==> config.mk <==
export PLATFORM = sky130hd
export DESIGN_NAME = string_hw_engine
export DESIGN_NICKNAME = d
export VERILOG_FILES = /design/src/rtl/string_hw_pkg.sv /design/src/rtl/string_hw_lane.sv /design/src/rtl/string_hw_engine.sv
export SDC_FILE = /design/constraint.sdc
export NUM_CORES = 1
export LEC_CHECK = 0
export ABC_AREA = 1
export CAP_MARGIN = 20
export CORE_ASPECT_RATIO = 1.75
export CORE_MARGIN = 4
export CORE_UTILIZATION = 55
export DETAILED_ROUTE_END_ITERATION = 10
export GPL_TIMING_DRIVEN = 0
export PLACE_DENSITY = 0.84
export SLEW_MARGIN = 40
export SYNTH_ARGS = -nofsm -noshare
export SYNTH_HDL_FRONTEND = slang
export SYNTH_SLANG_ARGS = --single-unit
==> constraint.sdc <==
create_clock -name clk -period 12 [get_ports clk]
set_input_delay 1.8 -clock clk [delete_from_list [all_inputs] [get_ports clk]]
set_output_delay 1.8 -clock clk [all_outputs]
set_load 0.02 [all_outputs]
==> src/rtl/string_hw_pkg.sv <==
// Shared types, character constants and case helpers for the string_hw engine.
package string_hw_pkg;

   typedef enum logic [2:0] {
      OP_CMP    = 3'd0,
      OP_UPPER  = 3'd1,
      OP_LOWER  = 3'd2,
      OP_TOGGLE = 3'd3,
      OP_STRLEN = 3'd4,
      OP_COUNT  = 3'd5
   } op_e;

   typedef enum logic [1:0] {
      IDLE = 2'd0,
      RUN  = 2'd1,
      DONE = 2'd2
   } state_e;

   localparam logic [7:0] CH_NUL   = 8'h00;
   localparam logic [7:0] CH_A_UP  = 8'h41;
   localparam logic [7:0] CH_Z_UP  = 8'h5A;
   localparam logic [7:0] CH_A_LO  = 8'h61;
   localparam logic [7:0] CH_Z_LO  = 8'h7A;
   localparam logic [7:0] CASE_BIT = 8'h20;

   function automatic logic is_upper(input logic [7:0] c);
      return (c >= CH_A_UP) && (c <= CH_Z_UP);
   endfunction

   function automatic logic is_lower(input logic [7:0] c);
      return (c >= CH_A_LO) && (c <= CH_Z_LO);
   endfunction

endpackage

==> src/rtl/string_hw_lane.sv <==
// One byte lane: case transform of a plus equality, search-match and NUL flags.
module string_hw_lane
   import string_hw_pkg::*;
(
   input  op_e        op,
   input  logic [7:0] a,
   input  logic [7:0] b,
   input  logic [7:0] sch,
   output logic [7:0] y,
   output logic       eq,
   output logic       match,
   output logic       nul
);

   always_comb begin
      y = a;
      case (op)
         OP_UPPER:  if (is_lower(a)) y = a - CASE_BIT;
         OP_LOWER:  if (is_upper(a)) y = a + CASE_BIT;
         OP_TOGGLE: if (is_upper(a) || is_lower(a)) y = a ^ CASE_BIT;
         default:   y = a;
      endcase
   end

   assign eq    = (a == b);
   // A NUL search character never matches, so count-char on NUL yields zero.
   assign match = (sch != CH_NUL) && (a == sch);
   assign nul   = (a == CH_NUL);

endmodule

==> src/rtl/string_hw_engine.sv <==
// Multi-mode string accelerator: go/done handshake, LANES bytes per RUN cycle.
// Optional macro STRING_HW_EARLY_EXIT_EN lets compare stop at the first mismatching chunk.
module string_hw_engine
   import string_hw_pkg::*;
#(
   parameter  int MAX_BLOCKS = 2,
   parameter  int LANES      = 1,
   localparam int N          = MAX_BLOCKS * 4
) (
   input  logic              clk,
   input  logic              reset,
   input  logic              go,
   input  logic [3:0]        index,
   input  logic [0:N-1][7:0] A,
   input  logic [0:N-1][7:0] B,
   output logic              done,
   output logic              busy,
   output logic              error,
   output logic [0:N-1][7:0] Result
);

   localparam int K   = N / LANES;
   localparam int CW  = (K > 1) ? $clog2(K) : 1;
   localparam int BW  = $clog2(N);
   localparam int LSH = $clog2(LANES);
   localparam int IW  = $clog2(N + 1);

   state_e            state, state_nx;
   logic [CW-1:0]     cnt;
   op_e               op_q;
   logic [0:N-1][7:0] a_q, b_q, res_q;
   logic              done_q, err_q;
   logic              eq_acc, seen_acc;
   logic [IW-1:0]     lead_acc, hits_acc;

   logic [BW-1:0]          base;
   logic [LANES-1:0][7:0]  ly;
   logic [LANES-1:0]       leq, lmatch, lnul;
   logic                   supported, last, chunk_eq, eq_fin, seen_c;
   logic [IW-1:0]          lead_c, hits_c;

   assign supported = (index <= 4'd5);
   assign last      = (cnt == CW'(K - 1));
   assign base      = BW'(cnt) << LSH;

   for (genvar l = 0; l < LANES; l++) begin : g_lane
      logic [BW-1:0] pos;
      assign pos = base + BW'(l);
      string_hw_lane u_lane (
         .op    (op_q),
         .a     (a_q[pos]),
         .b     (b_q[pos]),
         .sch   (b_q[N-1]),
         .y     (ly[l]),
         .eq    (leq[l]),
         .match (lmatch[l]),
         .nul   (lnul[l])
      );
   end

   assign chunk_eq = &leq;
   assign eq_fin   = eq_acc & chunk_eq;

   // Leading-NUL run and match count carried across chunks, byte 0 first.
   always_comb begin
      seen_c = seen_acc;
      lead_c = lead_acc;
      hits_c = hits_acc;
      for (int l = 0; l < LANES; l++) begin
         if (!seen_c && lnul[l]) lead_c = lead_c + IW'(1);
         else                    seen_c = 1'b1;
         if (lmatch[l])          hits_c = hits_c + IW'(1);
      end
   end

   always_comb begin
      state_nx = state;
      case (state)
         IDLE: if (go) state_nx = supported ? RUN : DONE;
`ifdef STRING_HW_EARLY_EXIT_EN
         RUN:  if (last || (op_q == OP_CMP && !chunk_eq)) state_nx = DONE;
`else
         RUN:  if (last) state_nx = DONE;
`endif
         DONE: if (done_q && !go) state_nx = IDLE;
         default: state_nx = IDLE;
      endcase
   end

   // Operands are captured only on accept and need no reset.
   always_ff @(posedge clk) begin
      if (state == IDLE && go) begin
         a_q  <= A;
         b_q  <= B;
         op_q <= op_e'(index[2:0]);
      end
   end

   always_ff @(posedge clk or negedge reset) begin
      if (!reset) begin
         state    <= IDLE;
         cnt      <= '0;
         done_q   <= 1'b0;
         err_q    <= 1'b0;
         res_q    <= '0;
         eq_acc   <= 1'b1;
         seen_acc <= 1'b0;
         lead_acc <= '0;
         hits_acc <= '0;
      end else begin
         state  <= state_nx;
         // done rises one edge after entering DONE and drops on the edge that sees go low.
         done_q <= (state == DONE) && !(done_q && !go);
         case (state)
            IDLE: begin
               if (go) begin
                  cnt      <= '0;
                  err_q    <= !supported;
                  res_q    <= '0;
                  eq_acc   <= 1'b1;
                  seen_acc <= 1'b0;
                  lead_acc <= '0;
                  hits_acc <= '0;
               end
            end
            RUN: begin
               cnt      <= cnt + CW'(1);
               eq_acc   <= eq_fin;
               seen_acc <= seen_c;
               lead_acc <= lead_c;
               hits_acc <= hits_c;
               if (op_q == OP_UPPER || op_q == OP_LOWER || op_q == OP_TOGGLE) begin
                  for (int l = 0; l < LANES; l++) res_q[base + BW'(l)] <= ly[l];
               end
               if (state_nx == DONE) begin
                  case (op_q)
                     OP_CMP:    res_q <= {{(N*8-1){1'b0}}, eq_fin};
                     OP_STRLEN: res_q <= {{(N*8-IW){1'b0}}, IW'(N) - lead_c};
                     OP_COUNT:  res_q <= {{(N*8-IW){1'b0}}, hits_c};
                     default:   ;
                  endcase
               end
            end
            default: ;
         endcase
      end
   end

   assign done   = done_q;
   assign busy   = (state == RUN);
   assign error  = err_q;
   assign Result = res_q;

endmodule

==> reports/metrics.csv, run 1 <==
metric,value,unit
synth top area cells,"edfxtp_1 (41%), dfrtp_1 (21%), nand2_1 (12%)",
All-Layer GR Usage,26.16,%
Max Root-Sink Buffers,3,
leakage power,5.253,nW
synthesized cell area,9652,um^2
CTS tree,built,
final core utilization,73.56,%
power density cells,184.7,nW/um^2
Layout Skew,0.01087,ns
Routed Antenna Nets,0,
Die Footprint,19820,um^2
async set or reset register ratio after synthesis,38.21,%
Post-CTS Hold Buffers,0,
Synth warnings,0,
first-pass GRT wire length,40140,um
Clock Tree Root,clkbuf_16,
Final TNS setup,0,ns
Core Region,17110,um^2
worst hold path type,flop to flop,
Vert. Die Dim,183.2,um
worst slew pin tran,0.6854,ns
Die W,108.1,um
# setup viols final,0,
Syn Area/Cell,9.759,um^2
Initial Utilization,56.43,%
Post-synth EDFFs,131,
Worst-Skew Late Latency,0.50,ns
share of cells above drive strength 1,8.646,%
endpoints failing hold,0,
Switching Fraction,36.56,%
"Seq/Total Area, Yosys",61.77,%
port bufs,201,
gpl congestion,0.9182,
Vias/cell,5.374,
fin area,12580,um^2
clock slew at reported path FFs,0.07,ns
initial antenna violation count,1,
crit path launch,state[1],
DR vias,7814,
Routed WL,26020,um
Filler cells,1194,
Tmin final,3.983,ns
wire length per cell,17.89,um
Max VDD drop,0.1289,mV
startpoint types,flop,
CTS Buf Count,19,
data arrival time of the critical path,2.18,ns
postcts setup bufs,0,
largest net degree at the start of global routing,89,
crit path capture type,primary output,
Overflow after GRT,0,
crit-path max FO,10,
Max Cap Violations,0,
worst r2r src,base[2],
number of clock sinks,212,
Rel. slew slack,53.82,%
Post-DP Area,12000,um^2
internal power,1.475,mW
First DRT Iteration DRCs,586,
Syn Nets,1131,
Comb pwr share,34.5,%
Top Ports,202,
Worst EP required,10.20,ns
vias in the first global route,8010,
Tcrit/Tclk final,33.19,%
Synth area leader,edfxtp_1,
Final Max Tran Viols,0,
hold path start,Result[45],
"Primary FF master, synth",edfxtp_1,
H-Tree Depth,1,
Seq pwr share,40.5,%
Pre-Repair DR Iteration Count,6,
"flops & latches, synth",212,
Syn-to-layout area delta,30.37,%
crit path kind,flop to primary output,
Post-Syn Instances,989,
share of the synthesized area in the top cell type,40.76,%
drt drc,0,
RSZ-0062 raised after global routing,false,
# resized after CTS,0,
outcome,"finished, final reports clean",
achievable clock frequency,0.2511,GHz
switching power,0.8500,mW
# nets final,1355,
hpwl dp,19370,um
Clk pwr share,25.0,%
Rows,63,
synth unique cells,43,
[cells by family after synthesis]
group,share of synthesized area (%)
DFF,61.77
adders and majority gates,0.9074
and+or+nand+nor,24.76
xor gates and xnor gates,0.8167
buffers and inverters,5.341
AOI/OAI and AO/OA,6.404
[flip-flops by register name, indices dropped and copies added (netlist names)]
signal and flops:
error 1, eq_acc 1, base 3, b_q 64, seen_acc 1, done 1
op_q 3, lead_acc 4, a_q 64, hits_acc 4, Result 64, state 2
[cell usage in the layout, fill, tap and decap left out, drive strengths merged, types with 3 or more instances in the layout]
| cell type | count |
|---|---|
| edfxtp | 131 |
| nand2 | 337 |
| clkdlybuf4s50 | 200 |
| o22ai | 8 |
| ha | 7 |
| o21ai | 63 |
| o211ai | 3 |
| nand3b | 3 |
| or2 | 7 |
| inv | 96 |
| a211oi | 12 |
| nor2 | 114 |
| buf | 16 |
| nand3 | 63 |
| clkbuf | 30 |
| xor2 | 7 |
| nor3 | 4 |
| nand4 | 9 |
| a21oi | 17 |
| dfrtp | 80 |
| clkinv | 9 |
[worst max-delay path, cell delays in order, from the launching register on]
cell	delay, ns
dfrtp_1	0.40
nor2_1	0.14
clkbuf_1	0.44
clkdlybuf4s50_1	0.71
[final timing paths]
path                         endpoint  slack [ns]  cells after the start
setup / recovery                 busy        8.02                      3
setup reg to reg            Result[2]        9.13                     17
hold / removal             Result[45]        0.48                      2
max in group asynchronous  Result[54]       10.23                      2
min in group asynchronous        done        1.22                      1
hold reg to reg            Result[45]        0.48                      2
[power groups by stage]
| stage | Combinational [mW] | Clock (mW) | Sequential (mW) |
|---|---|---|---|
| finish | 0.802 | 0.582 | 0.941 |
| detailed placement | 0.791 | 0 | 0.955 |
| global placement | 0.761 | 0 | 0.968 |
| global route | 0.871 | 0.618 | 0.949 |
| CTS | 0.797 | 0.588 | 0.941 |
| floorplan | 0.506 | 0 | 0.971 |
[cells in the mapped netlist (all sizes together) (2+ instances only)]
master,count
nand2,337
xor2,7
nand3,63
dfrtp,80
or2,7
xnor2,2
nand4,9
a21oi,17
nand3b,3
inv,95
a211oi,12
a22oi,2
nor3,4
nor2,114
edfxtp,131
clkbuf,7
o211ai,3
buf,13
o21ai,63
o22ai,8
ha,7
[area by class of cell]
type / count / area, um^2 / area share, %
Multi-Input combinational cell: 661 / 3174 / 25.23
Clock buffer: 23 / 490.5 / 3.898
Clock inverter: 11 / 86.33 / 0.6861
Antenna cell: 1 / 2.502 / 0.01989
Inverter: 96 / 370.4 / 2.943
Tap cell: 227 / 284.0 / 2.257
Sequential cell: 212 / 5962 / 47.38
Timing Repair Buffer: 203 / 2061 / 16.38
Buffer: 20 / 152.6 / 1.213
[per-layer routing]
metal  vias up  share of wire (%)  track usage (%)
li1       3697                  -                -
met1      3671                 32            25.94
met2       347                 55            49.38
met3        99                6.4            4.509
met4         0                5.9            15.77
met5         -                  0                0
[stage by stage]
stage                     hold slack, ns  setup slack, ns  total power [mW]  std cells
after floorplan                   0.4851            6.342             1.477        989
after global placement            0.4622            4.628             1.730       1417
after detailed placement          0.4647            7.720             1.746       1419
after CTS                         0.4829            7.992             2.327       1453
after global routing              0.4870            7.969             2.438       1454
final                             0.4794            8.017             2.325       1454
No activity file was read; power rests on OpenSTA's default activity.
==> run 2: changes to the inputs <==
--- a/config.mk
+++ b/config.mk
@@ -9,10 +9,10 @@
 export CAP_MARGIN = 20
 export CORE_ASPECT_RATIO = 1.75
 export CORE_MARGIN = 4
-export CORE_UTILIZATION = 55
+export CORE_UTILIZATION = 51
 export DETAILED_ROUTE_END_ITERATION = 10
 export GPL_TIMING_DRIVEN = 0
-export PLACE_DENSITY = 0.84
+export PLACE_DENSITY = 0.79
 export SLEW_MARGIN = 40
 export SYNTH_ARGS = -nofsm -noshare
 export SYNTH_HDL_FRONTEND = slang
==> constraint.sdc (replaced) <==
create_clock -name clk -period 3.9 [get_ports clk]
set_input_delay 0.585 -clock clk [delete_from_list [all_inputs] [get_ports clk]]
set_output_delay 0.585 -clock clk [all_outputs]
set_load 0.02 [all_outputs]
==> reports/metrics.csv, run 2 (synthesis gave the netlist of run 1 again) <==
metric,value,unit,change
outcome,"finished, final reports clean",,unchanged
Final TNS setup,0,ns,unchanged
"commonest non-fill, non-tap cells in the layout","nand2_1 (315), clkdlybuf4s50_1 (200), edfxtp_1 (131), nor2_1 (94), inv_1 (84)",,unchanged
worst slew pin tran,0.7083,ns,was 0.6854 ns
Vias/cell,5.230,,was 5.374
# nets final,1361,,was 1355
Rel. slew slack,52.28,%,was 53.82%
hpwl dp,19650,um,was 19370 um
data arrival time of the critical path,3.23,ns,was 2.18 ns
Rows,66,,was 63
share of cells above drive strength 1,9.334,%,was 8.646%
first-pass GRT wire length,40560,um,was 40140 um
All-Layer GR Usage,24.19,%,was 26.16%
achievable clock frequency,0.3522,GHz,
clock slew at reported path FFs,0.07,ns,about the same
Routed Antenna Nets,0,,unchanged
startpoint types,flop,,unchanged
crit path launch,base[2],,was state[1]
Max VDD drop,0.4072,mV,was 0.1289 mV
Reg2Reg Setup Slack,1.06,ns,was 9.13 ns
Seq pwr share,38.9,%,was 40.5%
CTS tree,built,,unchanged
Die W,112.0,um,was 108.1 um
endpoints failing hold,0,,unchanged
Max Cap Violations,0,,unchanged
"most common cell after layout, fill and taps aside",nand2_1,,unchanged
Overflow after GRT,0,,unchanged
crit path capture type,flop,,was primary output
Worst EP required,4.29,ns,was 10.20 ns
Initial Utilization,51.95,%,was 56.43%
gpl congestion,0.8822,,was 0.9182
Filler cells,1424,,was 1194
port bufs,201,,unchanged
Switching Fraction,35.27,%,was 36.56%
switching power,2.619,mW,was 0.8500 mW
Comb pwr share,34.2,%,was 34.5%
# resized after CTS,0,,unchanged
Syn-to-layout area delta,32.77,%,was 30.37%
Routed WL,25880,um,was 26020 um
vias in the first global route,8089,,was 8010
internal power,4.806,mW,was 1.475 mW
final core utilization,68.97,%,was 73.56%
CTS Buf Count,19,,unchanged
worst r2r src,base[2],,unchanged
reg2reg path depth,17,,unchanged
Post-DP Area,12140,um^2,was 12000 um^2
crit path to,Result[2],,was busy
fin area,12810,um^2,was 12580 um^2
final worst slack,1.061,ns,was 8.017 ns
Pre-Repair DR Iteration Count,5,,was 6
Tcrit/Tclk final,72.80,%,
Max Root-Sink Buffers,3,,unchanged
leakage power,5.349,nW,was 5.253 nW
initial antenna violation count,2,,was 1
largest net degree at the start of global routing,62,,was 89
Final Max Tran Viols,0,,unchanged
Clock Tree Root,clkbuf_16,,unchanged
Clk pwr share,26.9,%,was 25.0%
worst hold path type,flop to flop,,unchanged
r2r endpoint,Result[2],,unchanged
Top Ports,202,,unchanged
Vert. Die Dim,190.0,um,was 183.2 um
wire length per cell,17.58,um,was 17.89 um
DR vias,7699,,was 7814
DP Worst Slack,0.8690,ns,was 7.720 ns
power density cells,579.4,nW/um^2,was 184.7 nW/um^2
RSZ-0062 raised after global routing,false,,unchanged
Tmin final,2.839,ns,
Core Region,18580,um^2,was 17110 um^2
Die Footprint,21280,um^2,was 19820 um^2
drt drc,0,,unchanged
Worst-Skew Late Latency,0.50,ns,about the same
# setup viols final,0,,unchanged
First DRT Iteration DRCs,512,,was 586
H-Tree Depth,1,,unchanged
crit-path max FO,9,,was 10
number of clock sinks,212,,unchanged
crit path kind,flop to flop,,was flop to primary output
Layout Skew,0.01844,ns,was 0.01087 ns
[run 2: changes by cell type in the layout (fill, tap and decap cells not counted), sizes merged]
cell	previous run	this run
buf	16	21
clkinvlp	1	2
bufinv	1	3
diode	1	2
clkbuf	30	31
clkinv	9	6
dlygate4sd3	0	1
inv	96	95
[run 2: routing by layer]
layer	global-route usage (%)	share of wire, %
met1	25.26	34
met2	45.03	54
met5	0	0
met4	14.44	6.1
met3	3.819	5.8
[run 2: cell type report]
class | instances | area, um^2 | area share, %
multi-input cells | 661 | 3174 | 24.77
well taps | 238 | 297.8 | 2.324
plain buffers | 20 | 152.6 | 1.191
clock inverters | 10 | 126.4 | 0.9861
diodes | 2 | 5.005 | 0.03905
inverters | 96 | 366.6 | 2.861
flip-flops and latches | 212 | 5962 | 46.52
repair buffers | 209 | 2193 | 17.12
clock buffers | 24 | 536.8 | 4.189
[run 2: through the flow]
step           hold slack (ns)  total power, mW  cells
2_1_floorplan           0.2894            4.532    989
3_3_place_gp            0.4563            5.327   1428
3_5_place_dp            0.4478            5.464   1435
4_1_cts                 0.4814            7.448   1470
5_1_grt                 0.4923            7.796   1472
6_report                0.4797            7.425   1472
[run 2: worst max-delay path, stage by stage (launching register included)]
cell	delay, ns
dfrtp_1	0.39
buf_4	0.18
nand2_1	0.22
nor2_2	0.16
nand2_1	0.09
nand2_1	0.05
nor2_1	0.27
nand3_2	0.15
nor2_4	0.24
nand2_4	0.11
nand2_1	0.07
nand2_1	0.11
ha_1	0.23
or2_0	0.21
nand3_1	0.07
nand3_1	0.07
nand2_1	0.07
nand2_1	0.04
[run 2: worst min-delay path by stage]
stage	startpoint	endpoint	cells after the start
final	Result[45]	Result[45]	2
after global routing	done	done	1
after CTS	Result[45]	Result[45]	2
after detailed placement	reset	done	1
after global placement	done	done	1
after floorplan	reset	Result[0]	0
[run 2: power groups by stage]
stage / registers [mW] / logic, mW / clock network, mW
6_report: 2.89 / 2.54 / 1.99
5_1_grt: 2.92 / 2.78 / 2.10
4_1_cts: 2.89 / 2.54 / 2.01
3_5_place_dp: 2.94 / 2.53 / 0
3_3_place_gp: 2.96 / 2.37 / 0
2_1_floorplan: 2.97 / 1.56 / 0
[run 2: what timing repair did]
item	in CTS	in global routing
hold endpoints to repair	20	0
hold buffers	1	0
setup buffers	0	0
